**config.mk**
```make
export PLATFORM = sky130hd
export DESIGN_NAME = lfsr
export DESIGN_NICKNAME = d
export VERILOG_FILES = /design/src/rtl/lfsr_pkg.sv /design/src/rtl/lfsr_next_comb.sv /design/src/rtl/lfsr.sv
export SDC_FILE = /design/constraint.sdc
export NUM_CORES = 1
export LEC_CHECK = 0
export BUFFER_PORTS_ARGS = -buffer_cell sky130_fd_sc_hd__clkbuf_2
export CORE_MARGIN = 1.5
export CORE_UTILIZATION = 40
export DETAILED_ROUTE_END_ITERATION = 12
export GPL_ROUTABILITY_DRIVEN = 0
export PLACE_DENSITY = 0.81
export SYNTH_ARGS = -nofsm -noshare
export SYNTH_HDL_FRONTEND = slang
export SYNTH_SLANG_ARGS = --single-unit
export TNS_END_PERCENT = 5
```
**constraint.sdc**
```tcl
create_clock -name clk -period 0.9 [get_ports clk]
set_input_delay 0.18 -clock clk [delete_from_list [all_inputs] [get_ports clk]]
set_output_delay 0.18 -clock clk [all_outputs]
set_load 0.01 [all_outputs]
```
**src/rtl/lfsr_pkg.sv**
```systemverilog
// Shared LFSR constants, state type and a reference step function.
package lfsr_pkg;

    localparam int              LFSR_WIDTH        = 16;
    localparam logic [15:0]     LFSR_TAPS_DEFAULT = 16'h002D;

    typedef logic [16:1] lfsr_t;

    // One Fibonacci step: parity of the tapped bits enters the MSB, the rest shifts right.
    function automatic lfsr_t lfsr_next(input lfsr_t seed, input logic [15:0] taps);
        logic fb;
        fb = ^(seed & taps);
        return {fb, seed[16:2]};
    endfunction

endpackage

```
**src/rtl/lfsr_next_comb.sv**
```systemverilog
// Combinational LFSR step. Produces both the load value and the stepped value.
// Optional feature macro: LFSR_LOCKUP_GUARD_EN (replaces an all-zero seed with 1).
module lfsr_next_comb
    import lfsr_pkg::*;
#(
    parameter int               WIDTH = LFSR_WIDTH,
    parameter logic [WIDTH-1:0] TAPS  = LFSR_TAPS_DEFAULT
) (
    input  logic [WIDTH:1] seed,
    output logic [WIDTH:1] load,
    output logic [WIDTH:1] next
);

    logic [WIDTH:1] seed_g;
    logic           fb;

`ifdef LFSR_LOCKUP_GUARD_EN
    // Zero is the lockup point; nudge it onto the sequence before load or step.
    assign seed_g = (seed == '0) ? {{(WIDTH-1){1'b0}}, 1'b1} : seed;
`else
    assign seed_g = seed;
`endif

    // Mask bit k lines up with seed index k+1, so a plain bitwise AND aligns them.
    assign fb   = ^(seed_g & TAPS);
    assign next = {fb, seed_g[WIDTH:2]};
    assign load = seed_g;

endmodule

```
**src/rtl/lfsr.sv**
```systemverilog
// One-step Fibonacci LFSR register: state <= next(seed), or state <= seed on reset.
// The caller closes the loop by feeding state back into seed.
// Optional feature macro: LFSR_LOCKUP_GUARD_EN (see lfsr_next_comb).
module lfsr
    import lfsr_pkg::*;
#(
    parameter int               WIDTH = LFSR_WIDTH,
    parameter logic [WIDTH-1:0] TAPS  = LFSR_TAPS_DEFAULT
) (
    input  logic           clk,
    input  logic           rst,
    input  logic [WIDTH:1] seed,
    output logic [WIDTH:1] state
);

    logic [WIDTH:1] load;
    logic [WIDTH:1] nxt;

    lfsr_next_comb #(
        .WIDTH (WIDTH),
        .TAPS  (TAPS)
    ) u_step (
        .seed (seed),
        .load (load),
        .next (nxt)
    );

    // Reset loads the seed unstepped and takes priority over the step.
    always_ff @(posedge clk) begin
        if (rst) state <= load;
        else     state <= nxt;
    end

endmodule

```
==> results of run 1 <==
[path summary, 6_finish.rpt]
check | start | endpoint | slack [ps] | cells after the start
setup / recovery | state[13] | state[13] | 6 | 1
hold / removal | seed[16] | state[16] | 120 | 3
[layer usage]
| layer | wire [um] | vias to the layer above | part of all wire, % |
|---|---|---|---|
| li1 | - | 202 | - |
| met1 | 350 | 166 | 40 |
| met2 | 409 | 23 | 47 |
| met3 | 105 | 0 | 12 |
| met4 | 0 | 0 | 0 |
| met5 | 0 | - | 0 |
[report_power, final]
group	internal (mW)	switching, mW
registers	0.771	0.0161
logic	0.170	0.104
clock network	0.246	0.205
[worst min-delay path, cell delays in order]
cell	delay, ps
clkbuf_2	90
nand2_1	40
o21ai_0	50
[repair_timing]
item	4_1_cts	5_1_grt
endpoints found under the setup margin	11	16
resized for setup	1	24
hold buffers	0	0
[area by class of cell]
type / instances / area, um^2
fill: 119 / 500
multi-input combinational: 20 / 234
sequential: 16 / 328
timing repair buffer: 34 / 216
clock buffer: 4 / 36.3
tap: 15 / 18.8
[per-stage QoR]
stage | util (%) | instances | cell area, um^2 | power (mW)
2_1_floorplan | - | 38 | 586 | 0.948
6_report | 62.5 | 89 | 833 | 1.51
3_5_place_dp | 56.8 | 85 | 758 | 1.05
5_1_grt | 62.5 | 89 | 833 | 1.61
4_1_cts | 59.7 | 89 | 796 | 1.51
3_3_place_gp | 56.8 | 85 | 758 | 1.05
[placed cells by master, fill, tap and decap left out]
cell type,instances
buf_6,5
buf_2,9
xnor2_1,3
o21ai_0,1
buf_12,1
nand2_1,1
clkbuf_4,3
dfxtp_1,10
mux2_2,7
clkbuf_2,19
dfxtp_2,6
mux2_4,8
clkbuf_8,1
[cells by family (layout without fill, tap and decap cells)]
group | Yosys count | count (layout) | synth area share, %
buffers and inverters | 2 | 38 | 5.34
xor gates and xnor gates | 3 | 3 | 4.49
AOI/OAI and AO/OA | 1 | 1 | 0.854
DFF | 16 | 16 | 54.7
and+or+nand+nor | 1 | 1 | 0.640
muxes | 15 | 15 | 34.0
==> flow_metrics.tcl, run 1 <==
set metrics [dict create \
    initial_core_util_pct 43.9 \
    ir_drop_v 0.000909 \
    worstPathArrival_ps 710 \
    grt_usage_pct 11.5 \
    synth_commonest_cells "dfxtp_1, mux2_4, mux2_2, xnor2_1" \
    met3_usage_pct 5.43 \
    first_iter_violations 1 \
    yosys_warnings 0 \
    endpoint_kind "output pin" \
    top_regs "state (16)" \
    clk_pin_slew_worst_paths_ps 90 \
    place_ws_ps -6.74 \
    grt_pass1_wl_mm 1.24 \
    syn_nets 56 \
    fin_ws_ps 6.30 \
    setup_violations 0 \
    drv_slew 0 \
    max_freq_mhz 1120 \
    rows 13 \
    largest_register_ffs 16 \
    ys.flop_type "dfxtp_1" \
    core_area_um2 1330 \
    via_per_inst 4.39 \
    fin_setup_tns_ps 0 \
    startpoint_type "flop" \
    power_density_nw_per_um2 1810 \
    root_buffer "clkbuf_4" \
    syn_area_um2 586 \
    status "complete, no violations" \
    top_register "state" \
    antenna_found_initial 0 \
    firstDrtPassIters 2 \
    synth.top_cell.area_share_pct 54.7 \
    fin_hold_ws_ps 123 \
    ys_ff_latch 16 \
    synth_edf_count 0 \
    routed_wl_um 865 \
    min_path_type "primary input to flop" \
    async_flop_share_pct 0 \
    synth_area_leaders "dfxtp_1, mux2_4, mux2_2" \
    cts.sinks 16 \
    synth.avg_cell_area_um2 15.4 \
    synth.most_common_cell "dfxtp_1" \
    slew_headroom_pct 88.9 \
    die_x_um 41.3 \
    min_period_over_period_pct 99.3 \
    fin_nets 93 \
    ys_types 8 \
    cap_violations 0 \
    drc 0 \
    antenna_left 0 \
    min_period_ps 894 \
    post_drt_wl_per_cell_um 9.72 \
    cp_slowest_cell "dfxtp_2" \
    finalHoldViolCount 0 \
    path_class "flop to output pin" \
    hpwl_um 676 \
    overflow 0 \
    vias 391 \
    io_pins 34 \
    syn_inst 38 \
    rsz0062_at_grt "true" \
    max_slew.worst_pin.slew_ps 165 \
    die_y_um 41.3 \
    antenna_cells 0 \
    htree_levels 1 \
    gr-usage-met2_pct 17.6 \
    max_stage_delay_ps 330 \
    yosysSeqAreaShare_pct 54.7 \
    io_buffers 33 \
    crit_family "flip-flops" \
    top_usage_layer "met2" \
    synth_top_cell_by_area "dfxtp_1" \
    die-area_um2 1700 \
    post_cts_buffers 0 \
    cts_tree "built" \
    p_leak_nw 0.413 \
    critical_path_buf_inv_count 1 \
    cp_data_required_time_ps 720 \
    layout-drive-gt1-share_pct 79.7 \
    path_cells "buf_6" \
    synthToLayoutAreaGrowth_pct 42.3 \
    clk_path_buf_depth 2 \
    grt_pass1_vias 329 \
    critPathMaxFanout 1 \
    grt_max_degree 18 \
    grtUsageMet1_pct 13.6 \
    cts_buffers 3 \
]
(Power assumes the default switching activity.)
==> run 2, diff against run 1 <==
--- a/config.mk
+++ b/config.mk
@@ -10,7 +10,9 @@
 export CORE_UTILIZATION = 40
 export DETAILED_ROUTE_END_ITERATION = 12
 export GPL_ROUTABILITY_DRIVEN = 0
-export PLACE_DENSITY = 0.81
+export HOLD_SLACK_MARGIN = 0.1
+export PLACE_DENSITY_LB_ADDON = 0.12
+export SKIP_LAST_GASP = 1
 export SYNTH_ARGS = -nofsm -noshare
 export SYNTH_HDL_FRONTEND = slang
 export SYNTH_SLANG_ARGS = --single-unit
==> run 2 against run 1 <==
  * Sequential share of layout area increased by 0.48 points
  * Global-route usage decreased by 1.8 points
  * First-iteration DRC count unchanged
  * Die area unchanged
  * Non-clock buffer count unchanged
  * Combinational power decreased by 2%
  * Hold slack got worse by 1.5 ps
  * Count of clock-buffer cells in the layout unchanged
  * Total power decreased by 0.46%
  * Clock power about the same
  * Via count increased by 1.0%
  * Critical path type unchanged
==> flow_metrics.tcl, run 2 (same netlist as run 1, synthesis figures left out) <==
set metrics [dict create \
    setup_violations 0 \
    min_period_ps 896 \
    cts_tree "built" \
    max_stage_delay_ps 320 \
    max_freq_mhz 1120 \
    cp_data_required_time_ps 720 \
    p_leak_nw 0.412 \
    io_pins 34 \
    cts.sinks 16 \
    htree_levels 1 \
    root_buffer "clkbuf_4" \
    layout-drive-gt1-share_pct 82.4 \
    grt_usage_pct 9.72 \
    io_buffers 33 \
    clk_pin_slew_worst_paths_ps 90 \
    antenna_left 0 \
    cap_violations 0 \
    place_ws_ps 2.63 \
    min_period_over_period_pct 99.6 \
    startpoint_type "flop" \
    firstDrtPassIters 2 \
    crit_family "flip-flops" \
    die-area_um2 1700 \
    antenna_found_initial 0 \
    rows 13 \
    endpoint_kind "output pin" \
    fin_nets 93 \
    final_cell_mix "clkbuf_2, mux2_4, dfxtp_1, dfxtp_2, mux2_2" \
    die_x_um 41.3 \
    fin_hold_ws_ps 122 \
    cp_slowest_cell "dfxtp_1" \
    postLayoutCellArea_um2 830 \
    cts_buffers 3 \
    top_regs "state (16)" \
    grt_max_degree 18 \
    initial_core_util_pct 43.9 \
    critPathMaxFanout 1 \
    vias 395 \
    grt_pass1_wl_mm 1.08 \
    cp-endpoint "state[16]" \
    top_register "state" \
    synthToLayoutAreaGrowth_pct 41.7 \
    first_iter_violations 1 \
    die_y_um 41.3 \
    via_per_inst 4.44 \
    fin_ws_ps 3.87 \
    power_density_nw_per_um2 1810 \
    clk_path_buf_depth 2 \
    finalHoldViolCount 0 \
    overflow 0 \
    max_slew.worst_pin.slew_ps 165 \
    post_drt_wl_per_cell_um 9.25 \
    final_common_cell "clkbuf_2" \
    worstSetupPathDepth 1 \
    fin_util_pct 62.2 \
    slew_headroom_pct 88.9 \
    cp-startpoint "state[16]" \
    min_path_type "primary input to flop" \
    core_area_um2 1330 \
    grt_pass1_vias 282 \
    status "complete, no violations" \
    drv_slew 0 \
    path_cells "clkbuf_2" \
    worstPathArrival_ps 720 \
    path_class "flop to output pin" \
    post_cts_buffers 0 \
    antenna_cells 0 \
    rsz0062_at_grt "true" \
    largest_register_ffs 16 \
    routed_wl_um 823 \
    critical_path_buf_inv_count 1 \
    drc 0 \
    placed_cell_area_um2 758 \
    dp.cells 85 \
    final_cells 89 \
    ir_drop_v 0.000778 \
]
[run 2: changes by cell type in the layout (fill, tap and decap cells not counted), sizes merged]
cell / delta
clkbuf: +6
buf: -6
[run 2: power by group]
group | total, mW | internal [mW] | switching [mW]
combinational | 0.268 | 0.165 | 0.102
sequential | 0.789 | 0.773 | 0.0160
clock | 0.448 | 0.245 | 0.203
[run 2: how the worst min path moves through the flow]
stage,startpoint,to,slack (ps),cells past startpoint
floorplan,seed[16],state[16],290,2
global placement,seed[16],state[16],410,3
detailed placement,seed[16],state[16],410,3
CTS,seed[16],state[16],120,3
global route,seed[12],state[11],120,2
finish,seed[16],state[16],120,3
[run 2: metal layers]
metal	routed length [um]	GRT usage, %
met1	330	11.4
met2	397	15.2
met3	94	5.43
met4	0	2.42
met5	0	0
[run 2: area by class of cell]
| cell class | instances | area (um^2) |
|---|---|---|
| Multi-Input combinational cell | 20 | 234 |
| Sequential cell | 16 | 330 |
| Tap cell | 15 | 18.8 |
| Timing Repair Buffer | 34 | 210 |
| Clock buffer | 4 | 36.3 |
| Fill cell | 127 | 504 |
[run 2: stage by stage]
stage / setup TNS (ps) / total power [mW]
after floorplan: 0 / 0.948
after global placement: 0 / 1.05
after detailed placement: 0 / 1.05
after CTS: -33.1 / 1.50
after global routing: -574 / 1.60
final: 0 / 1.50
[run 2: what timing repair did]
action,in CTS,in global routing
gates resized for setup,2,18
pin swaps,0,0
endpoints found under the setup margin,6,16
hold buffers,0,0
==> run 3, diff against run 2 <==
--- a/config.mk
+++ b/config.mk
@@ -5,6 +5,7 @@
 export SDC_FILE = /design/constraint.sdc
 export NUM_CORES = 1
 export LEC_CHECK = 0
+export ABC_AREA = 1
 export BUFFER_PORTS_ARGS = -buffer_cell sky130_fd_sc_hd__clkbuf_2
 export CORE_MARGIN = 1.5
 export CORE_UTILIZATION = 40
==> run 3 against run 2 <==
  * Fmax fell by 0.37%
  * Critical path type unchanged
  * Critical path depth is the same
  * Highest routed layer is now met4
  * Largest cell class unchanged
  * Sequential power about the same
  * Critical endpoint unchanged
==> flow_metrics.tcl, run 3 <==
set metrics [dict create \
    drc 0 \
    fin_setup_tns_ps 0 \
    via_per_inst 4.30 \
    top_regs "state (16)" \
    min_path_type "primary input to flop" \
    routed_wl_mm 1.09 \
    die_y_um 41.1 \
    critical_path_buf_inv_count 1 \
    drv_slew 0 \
    hpwl_um 798 \
    htree_levels 1 \
    ys_types 12 \
    root_buffer "clkbuf_4" \
    cp_slowest_cell "dfxtp_1" \
    initial_core_util_pct 44.0 \
    post_cts_buffers 0 \
    ys_ff_latch 16 \
    nFillCells 114 \
    endpoint_kind "output pin" \
    overflow 0 \
    min_period_ps 900 \
    netSwitchingPower_mw 0.358 \
    ir_drop_v 0.000823 \
    cts_tree "built" \
    die-area_um2 1690 \
    final_cells 132 \
    vias 567 \
    synth_commonest_cells "nand2_1, dfxtp_1, inv_1, o21ai_0, o21ai_1" \
    rows 13 \
    final_common_cell "nand2_1" \
    cts.sinks 16 \
    p_sw_share_pct 23.6 \
    seqPwrFrac_pct 51.9 \
    final_cell_mix "nand2_1, clkbuf_2, inv_1" \
    yosysSeqAreaShare_pct 55.3 \
    startpoint_type "flop" \
    p_comb_share_pct 17.9 \
    post_drt_wl_per_cell_um 8.27 \
    synth.most_common_cell "nand2_1" \
    grt_usage_pct 14.9 \
    grt_pass1_vias 392 \
    async_flop_share_pct 0 \
    yosys_warnings 0 \
    antenna_left 0 \
    crit_family "flip-flops" \
    register_area_um2 330 \
    io_buffers 33 \
    place_ws_ps 96.6 \
    cap_violations 0 \
    io_pins 34 \
    min_period_over_period_pct 99.9 \
    layout-drive-gt1-share_pct 42.7 \
    top_register "state" \
    p_int_mw 1.16 \
    firstDrtPassIters 4 \
    finalHoldViolCount 0 \
    grt_max_degree 17 \
    cp_data_required_time_ps 720 \
    ys.flop_type "dfxtp_1" \
    clk_pin_slew_worst_paths_ps 90 \
    synth_edf_count 0 \
    synthToLayoutAreaGrowth_pct 54.9 \
    status "complete, no violations" \
    slew_headroom_pct 82.7 \
    synth.top_cell.area_share_pct 55.3 \
    largest_register_ffs 16 \
    critPathMaxFanout 1 \
    core_area_um2 1320 \
    synth.avg_cell_area_um2 7.83 \
    fin_hold_ws_ps 117 \
    syn_inst 74 \
    die_x_um 41.1 \
    total_power_mw 1.52 \
    syn_area_um2 579 \
    postLayoutCellArea_um2 897 \
    path_class "flop to output pin" \
    path_cells "buf_2" \
    setup_violations 0 \
    max_slew.worst_pin.slew_ps 260 \
    fin_util_pct 68.1 \
    antenna_found_initial 0 \
    dp.cells 122 \
    fin_ws_ps 0.497 \
    placed_cell_area_um2 759 \
    first_iter_violations 6 \
    grt_pass1_wl_mm 1.60 \
    clk_path_buf_depth 2 \
    worstSetupPathDepth 1 \
    synth_top_cell_by_area "dfxtp_1" \
    p_clk_share_pct 30.2 \
    worstPathArrival_ps 720 \
    fin_nets 136 \
    antenna_cells 0 \
    max_stage_delay_ps 320 \
    cts_buffers 3 \
    multiInputGateArea_um2 203 \
    syn_nets 92 \
    p_leak_nw 0.496 \
    synth_area_leaders "dfxtp_1, nand2_1, o21ai_0" \
    min_path_cells 3 \
    power_density_nw_per_um2 1690 \
    rsz0062_at_grt "true" \
    max_freq_mhz 1110 \
]
## run 3: power groups by stage
stage          logic (mW)  registers [mW]  clock network (mW)
3_5_place_dp        0.234           0.796                   0
2_1_floorplan      0.0876           0.829                   0
6_report            0.272           0.787               0.458
5_1_grt             0.308           0.796               0.519
4_1_cts             0.256           0.779               0.488
3_3_place_gp        0.231           0.796                   0
## run 3: logic make-up after synthesis
group / synth area share, %
xor+xnor: 1.51
simple gates: 22.5
flops: 55.3
buf+inv: 9.72
compound gates: 11.0
## run 3: layout make-up
type                    count  area share [%]
inverters                  10            4.18
repair buffers             41            30.3
clock buffers               4            4.04
multi-input cells          46            22.6
well taps                  15            2.09
flip-flops and latches     16            36.8
## run 3: per-layer routing
metal | wire (um) | up-vias | GRT usage (%)
met5 | 0 | - | 0
met1 | 472 | 234 | 19.6
met2 | 523 | 21 | 19.9
met3 | 85 | 2 | 5.43
li1 | - | 310 | -
met4 | 10 | 0 | 10.0
## run 3: what timing repair did
action,CTS,global route
endpoints found under the setup margin,14,16
gates resized for setup,0,24
hold buffers,6,0
hold endpoints to repair,7,0
## run 3: path summary, 6_finish.rpt
kind	from	slack, ps	endpoint
setup / recovery	state[16]	0.5	state[16]
hold / removal	seed[8]	120	state[8]
